**src/rtl/fwd_operand_mux.sv**
```systemverilog
// EX-stage operand forwarding mux: picks one of NUM_SRC sources, holds the
// selected operand across stalls, and optionally registers the result.
module fwd_operand_mux #(
  parameter int WIDTH   = 32,
  parameter int NUM_SRC = 3,
  parameter int SEL_W   = $clog2(NUM_SRC),
  parameter int REG_OUT = 0
) (
  input  logic                     clock,
  input  logic                     reset_n,
  input  logic [SEL_W-1:0]         select,
  input  logic [NUM_SRC*WIDTH-1:0] data_in,
  input  logic                     stall,
  input  logic                     flush,
  output logic [WIDTH-1:0]         data_out,
  output logic                     held
);

  typedef enum logic {
    ST_LIVE = 1'b0,
    ST_HOLD = 1'b1
  } state_t;

  state_t           state_q;
  state_t           state_d;
  logic [WIDTH-1:0] live;
  logic [WIDTH-1:0] hold_q;
  logic [WIDTH-1:0] comb_out;
  logic             comb_held;

  // Out-of-range select falls back to source 0 so the operand is never X.
  always_comb begin
    live = data_in[WIDTH-1:0];
    for (int k = 1; k < NUM_SRC; k++) begin
      if (int'(select) == k) begin
        live = data_in[k*WIDTH +: WIDTH];
      end
    end
  end

  always_ff @(posedge clock or negedge reset_n) begin
    if (!reset_n) begin
      state_q <= ST_LIVE;
    end else begin
      state_q <= state_d;
    end
  end

  // Flush wins over stall from either state.
  always_comb begin
    state_d = state_q;
    if (flush) begin
      state_d = ST_LIVE;
    end else begin
      case (state_q)
        ST_LIVE: if (stall)  state_d = ST_HOLD;
        ST_HOLD: if (!stall) state_d = ST_LIVE;
        default:             state_d = ST_LIVE;
      endcase
    end
  end

  // Capture only on the edge that enters HOLD; later stall edges keep it.
  always_ff @(posedge clock or negedge reset_n) begin
    if (!reset_n) begin
      hold_q <= '0;
    end else if (flush) begin
      hold_q <= '0;
    end else if (state_q == ST_LIVE && stall) begin
      hold_q <= live;
    end
  end

  always_comb begin
    comb_out  = live;
    comb_held = 1'b0;
    if (state_q == ST_HOLD) begin
      comb_out  = hold_q;
      comb_held = 1'b1;
    end
  end

  generate
    if (REG_OUT != 0) begin : g_reg_out
      logic [WIDTH-1:0] out_q;
      logic             held_q;

      // Delay data and held together so they stay aligned.
      always_ff @(posedge clock or negedge reset_n) begin
        if (!reset_n) begin
          out_q  <= '0;
          held_q <= 1'b0;
        end else if (flush) begin
          out_q  <= '0;
          held_q <= 1'b0;
        end else begin
          out_q  <= comb_out;
          held_q <= comb_held;
        end
      end

      assign data_out = out_q;
      assign held     = held_q;
    end else begin : g_comb_out
      assign data_out = comb_out;
      assign held     = comb_held;
    end
  endgenerate

endmodule

```
**config.mk**
```make
export PLATFORM = sky130hd
export DESIGN_NAME = fwd_operand_mux
export DESIGN_NICKNAME = d
export VERILOG_FILES = /design/src/rtl/fwd_operand_mux.sv
export SDC_FILE = /design/constraint.sdc
export NUM_CORES = 1
export LEC_CHECK = 0
export ABC_AREA = 1
export BUFFER_PORTS_ARGS = -buffer_cell sky130_fd_sc_hd__buf_2
export CORE_MARGIN = 3
export CORE_UTILIZATION = 48
export DETAILED_ROUTE_END_ITERATION = 8
export GPL_ROUTABILITY_DRIVEN = 0
export PLACE_DENSITY = 0.82
export SLEW_MARGIN = 20
export SYNTH_ARGS = -nofsm -noshare
export SYNTH_HDL_FRONTEND = slang
export SYNTH_SLANG_ARGS = --single-unit
```
**constraint.sdc**
```tcl
create_clock -name clock -period 1.1 [get_ports clock]
set_input_delay 0.055 -clock clock [delete_from_list [all_inputs] [get_ports clock]]
set_output_delay 0.055 -clock clock [all_outputs]
set_load 0.01 [all_outputs]
```
==> qor.csv, run 1 <==
metric,value,unit
placeableCoreArea,5740,µm²
syn_area_per_cell,6.03,µm²
cp.required,1040,ps
ir_worst_vdd,0.612,mV
drive_gt1_frac,0.421,
rows,27,
die_y,84.4,µm
fmax,704,MHz
htreeDepth,2,
grt_overflow,0,
start_util,0.514,
ios,135,
p_switching,1.33,mW
finClkSkew,6.07,ps
yosysTopAreaCell,nand2_1,
seq_area,826,µm²
synth_cells,490,
power_density,885,nW/µm²
fillCellCount,472,
cap_violations,0,
die_w,84.4,µm
final_cells,708,
clkPwrFrac,0.237,
cp.arrival,1370,ps
rsz0062_at_grt,yes,
cts_sinks,33,
hp-start,data_in[29],
hold_viol_final,0,
yosys_warnings,0,
synth_seq_cells,33,
r2r_cells,7,
antenna_left,0,
root_buffer,clkbuf_8,
antennaDiodeCount,0,
finalWorstSetupSlack,-321,ps
power_leakage,2.63,nW
hold_path_depth,5,
dp.cells,685,
tightest_slew,441,ps
swShare,0.355,
combPwrFrac,0.404,
worstReg2RegStart,state_q,
synth_top_area_share,0.285,
synth_area,2950,µm²
nets,737,
worstSetupPathType,reg2out,
seq_power_share,0.360,
grt_util_all_layers,0.257,
area_growth,43.1,%
fin_crit_sh,1.29,
via_per_inst,5.20,
post-dp-hpwl,6750,µm
setup_violations,65,
violations,negative setup slack,
numCtsBuffers,5,
slew_headroom,0.706,
antenna_found_initial,0,
outcome,"finished, violations left",
hold_class,in2reg,
drc,0,
path_clk_slew,70,ps
drt_wl_total,10200,µm
drt_iter0_markers,271,
post-route-min-period,1420,ps
r2r-end,hold_q[4],
min_to,hold_q[29],
grt_max_degree,33,
vias,3680,
synthDistinctLibCells,15,
grt_pass1_vias,3550,
portBuffers,134,
synth_area_leaders,"nand2_1, dfrtp_1, nand3_1",
whs,96.8,ps
crit_fanout,7,
power.internal,2.41,mW
clk_path_buf_depth,2,
wl_per_cell,14.4,µm
dr.pass1.iters,5,
die-area,7130,µm²
grt_pass1_wl,15300,µm
cts_tree,yes,
cp-start-kind,flop,
ys_seq_area_frac,0.280,
multi_input_area,1780,µm²
reg2reg_slack,-230,ps
synth_fp_nets,592,
maxSlewViolCount,0,
endpoint_kind,output port,
clock_latency,280,ps
-- per-layer routing --
layer  track usage  vias up  wire length, µm
met5             0        -                0
met2         0.456      192             4990
li1              -     1800                -
met3        0.0520       31              943
met4        0.0763        0              265
met1         0.315     1657             4030
-- area by class of cell --
type | count | area share
clock buffers | 8 | 0.0189
inverters | 68 | 0.0634
multi-input cells | 356 | 0.420
flip-flops and latches | 33 | 0.195
well taps | 72 | 0.0213
repair buffers | 171 | 0.281
-- worst max path at each step --
stage,from,to,cells after the start
6_report,state_q,data_out[9],7
5_1_grt,state_q,data_out[9],7
4_1_cts,state_q,data_out[15],7
3_5_place_dp,select[1],data_out[13],8
3_3_place_gp,state_q,data_out[13],7
2_1_floorplan,state_q,data_out[11],7
-- sequential cells by signal (all words and copies together), names as in the netlist --
signal and count:
hold_q 32, state_q 1
-- what timing repair did --
| item | CTS | global route |
|---|---|---|
| endpoints found under the setup margin | 33 | 65 |
| gates resized for setup | 7 | 65 |
| cloned | 1 | 6 |
| pin swaps | 4 | 35 |
| setup buffers | 2 | 5 |
| hold endpoints to repair | 16 | 0 |
| hold buffers | 1 | 0 |
-- cells in the mapped netlist, drive strengths merged --
| master | instances |
|---|---|
| a21oi | 1 |
| inv | 68 |
| nor2 | 1 |
| clkbuf | 3 |
| nand3 | 128 |
| nand2 | 226 |
| buf | 30 |
| dfrtp | 33 |
-- critical path: stages, from the launching register on --
cell       delay, ps
dfrtp_1          400
clkinv_4         140
clkbuf_16        200
nand2_4           50
inv_2             40
nand2_1           60
nand2_1           60
buf_2            130
-- kinds of logic after synthesis --
logic type,synth area share
simple gates,0.547
buf+inv,0.168
compound gates,0.00551
flops,0.280
-- power by group through the flow --
stage	registers, mW	logic [mW]	clock network [mW]
2_1_floorplan	1.35	0.762	0
3_3_place_gp	1.36	1.24	0
3_5_place_dp	1.36	1.27	0
4_1_cts	1.34	1.30	0.901
5_1_grt	1.35	1.65	0.960
6_report	1.35	1.51	0.885
-- through the flow --
stage / utilization / TNS [ps] / setup WS (ps) / power (mW) / instance area [µm²]
final: 0.736 / -15480 / -321 / 3.74 / 4230
after global routing: 0.736 / -19070 / -375 / 3.97 / 4230
after CTS: 0.675 / -7850 / -270 / 3.55 / 3870
after detailed placement: 0.648 / 0 / 5.35 / 2.63 / 3720
after global placement: 0.648 / 0 / 37.3 / 2.60 / 3720
after floorplan: - / -134 / -6.59 / 2.12 / 2950
-- placed cells by master, fill, tap and decap left out, types with 3 or more instances in the layout --
cell,netlist,routed
inv_2,17,30
inv_1,49,35
dfrtp_1,33,33
clkbuf_16,0,5
nand3_1,108,108
buf_6,7,4
nand2_2,0,25
buf_2,12,132
nand2_1,224,188
buf_4,11,19
clkbuf_1,3,3
nand3_2,20,20
clkbuf_8,0,5
nand2_4,2,13
buf_12,0,8
Power figures use the tool's default switching activity.
==> run 2: changes to the inputs <==
--- a/config.mk
+++ b/config.mk
@@ -7,6 +7,7 @@
 export LEC_CHECK = 0
 export ABC_AREA = 1
 export BUFFER_PORTS_ARGS = -buffer_cell sky130_fd_sc_hd__buf_2
+export CORE_ASPECT_RATIO = 0.75
 export CORE_MARGIN = 3
 export CORE_UTILIZATION = 48
 export DETAILED_ROUTE_END_ITERATION = 8
==> run 2 against run 1 <==
The flow still finishes with violations (negative setup slack). Sequential share of layout area up 0.48 points. Clock skew about the same. Global-route usage grew 1.1 points.
==> qor.csv, run 2 (synthesis results as in run 1) <==
metric,value,unit,change
outcome,"finished, violations left",,
violations,negative setup slack,,
endpoint_kind,output port,,
grt_pass1_wl,15000,µm,-2.5%
clkPwrFrac,0.244,,+0.007
grt_pass1_vias,3336,,-6.0%
die_y,73.9,µm,-12%
power_leakage,2.61,nW,-0.85%
ir_worst_vdd,0.520,mV,-15%
reg_top3,"hold_q (32), state_q (1)",,
maxSlewViolCount,0,,unchanged
area_growth,39.9,%,
htreeDepth,2,,unchanged
post-dp-hpwl,7010,µm,+3.9%
die-area,7140,µm²,+0.14%
portBuffers,134,,unchanged
combPwrFrac,0.392,,-0.012
placeableCoreArea,5890,µm²,+2.5%
grt_overflow,0,,unchanged
root_buffer,clkbuf_8,,
rsz0062_at_grt,yes,,
wl_per_cell,13.7,µm,-5.3%
cap_violations,0,,unchanged
via_per_inst,5.09,,-2.0%
r2r_cells,7,,unchanged
dr.pass1.iters,5,,unchanged
ios,135,,unchanged
worst_path_largest_cell_delay,430,ps,+30 ps
seq_power_share,0.364,,+0.004
seq_area,827,µm²,+0.15%
worstSetupPathType,reg2out,,
largest_register,hold_q,,
tightest_slew,436,ps,-5.73 ps
finClkSkew,6.03,ps,-0.0414 ps
layout_commonest_cell,nand2_1,,
path_clk_slew,70,ps,about the same
path_cells,clkinv_4 > clkbuf_16 > nand2_4 > inv_2 > nand2_2 > nand2_1 > buf_2,,
fmax,717,MHz,+1.9%
cp.arrival,1340,ps,-30 ps
cp-start-kind,flop,,
fin_crit_sh,1.27,,-0.0240
power.internal,2.39,mW,-1.1%
setup_violations,65,,unchanged
largest_register_ffs,32,,unchanged
finalWorstSetupSlack,-295,ps,+26.4 ps
hold_class,in2reg,,
drive_gt1_frac,0.400,,-0.0211
multi_input_area,1710,µm²,-3.7%
numCtsBuffers,5,,unchanged
clock_latency,280,ps,about the same
grt_util_all_layers,0.268,,+0.0111
cts_tree,yes,,
nets,738,,+0.14%
vias,3641,,-1.1%
start_util,0.502,,-0.0125
antenna_left,0,,unchanged
cp_slowest_cell,dfrtp_2,,
die_w,96.6,µm,+14%
antennaDiodeCount,0,,unchanged
p_switching,1.31,mW,-1.3%
power_density,895,nW/µm²,+1.1%
clk_path_buf_depth,2,,unchanged
rows,24,,-11%
cts_sinks,33,,unchanged
crit_fanout,6,,-1
grt_max_degree,33,,unchanged
post-route-min-period,1390,ps,-26.4 ps
whs,100,ps,+3.20 ps
drt_iter0_markers,195,,-28%
hold_path_depth,5,,unchanged
hold_viol_final,0,,unchanged
fillCellCount,520,,+10%
swShare,0.355,,-0.000583
layout_common_cells,"nand2_1, buf_2, nand3_1",,
antenna_found_initial,0,,unchanged
drt_wl_total,9780,µm,-4.4%
drc,0,,unchanged
slew_headroom,0.710,,+0.00382
cp.required,1040,ps,about the same
total_power,3.70,mW,-1.2%
## run 2: cell count changes in the layout (fill, tap and decap cells not counted), moves of 2 or more
cell / delta
buf_12: +2
nand2_1: +16
buf_4: +5
clkbuf_16: -4
nand2_4: -5
nand2_2: -11
## run 2: repair_timing
item,CTS,global route
endpoints found under the setup margin,33,65
cloned,1,1
endpoints found under the hold margin,16,0
hold buffers,1,0
gates resized for setup,20,34
setup buffers,5,7
pin swaps,15,18
## run 2: stage by stage
| stage | cell area (µm²) | cells | TNS (ps) | worst slack (ps) | util |
|---|---|---|---|---|---|
| detailed placement | 3770 | 692 | -45.5 | -21.0 | 0.641 |
| finish | 4130 | 715 | -15190 | -295 | 0.702 |
| floorplan | 2950 | 490 | -134 | -6.59 | - |
| global route | 4130 | 715 | -19610 | -354 | 0.702 |
| CTS | 3970 | 707 | -8600 | -276 | 0.674 |
| global placement | 3770 | 692 | -5.96 | -5.96 | 0.641 |
## run 2: final cells by class
cell class / count / share of cell area
multi-input combinational: 356 / 0.414
timing repair buffer: 172 / 0.278
sequential: 33 / 0.200
inverter: 68 / 0.0648
tap: 78 / 0.0236
clock buffer: 8 / 0.0194
## run 2: final timing paths
check,startpoint,endpoint,slack [ps]
max reg2reg,state_q,hold_q[4],-250
min in group asynchronous,reset_n,hold_q[27],230
min,data_in[25],hold_q[25],100
min reg2reg,hold_q[28],hold_q[28],480
max,state_q,data_out[11],-290
max in group asynchronous,reset_n,state_q,400
## run 2: power groups by stage
stage / logic, mW / registers (mW) / clock network (mW)
after detailed placement: 1.29 / 1.36 / 0
after global placement: 1.26 / 1.36 / 0
final: 1.45 / 1.35 / 0.903
after CTS: 1.35 / 1.34 / 0.907
after floorplan: 0.762 / 1.35 / 0
after global routing: 1.60 / 1.36 / 0.973
## run 2: routing by layer
metal / wire (µm) / up-vias / global-route usage
met5: 0 / - / 0
met4: 87 / 0 / 0.0747
met3: 977 / 11 / 0.0645
met2: 4550 / 186 / 0.453
met1: 4170 / 1644 / 0.345
li1: - / 1800 / -
## run 2: worst max-delay path, delay by kind of cell (launching register included)
| kind | cells | cell delay, ps |
|---|---|---|
| flip-flops | 1 | 430 |
| buffers and inverters | 4 | 470 |
| AND/OR/NAND/NOR | 3 | 160 |
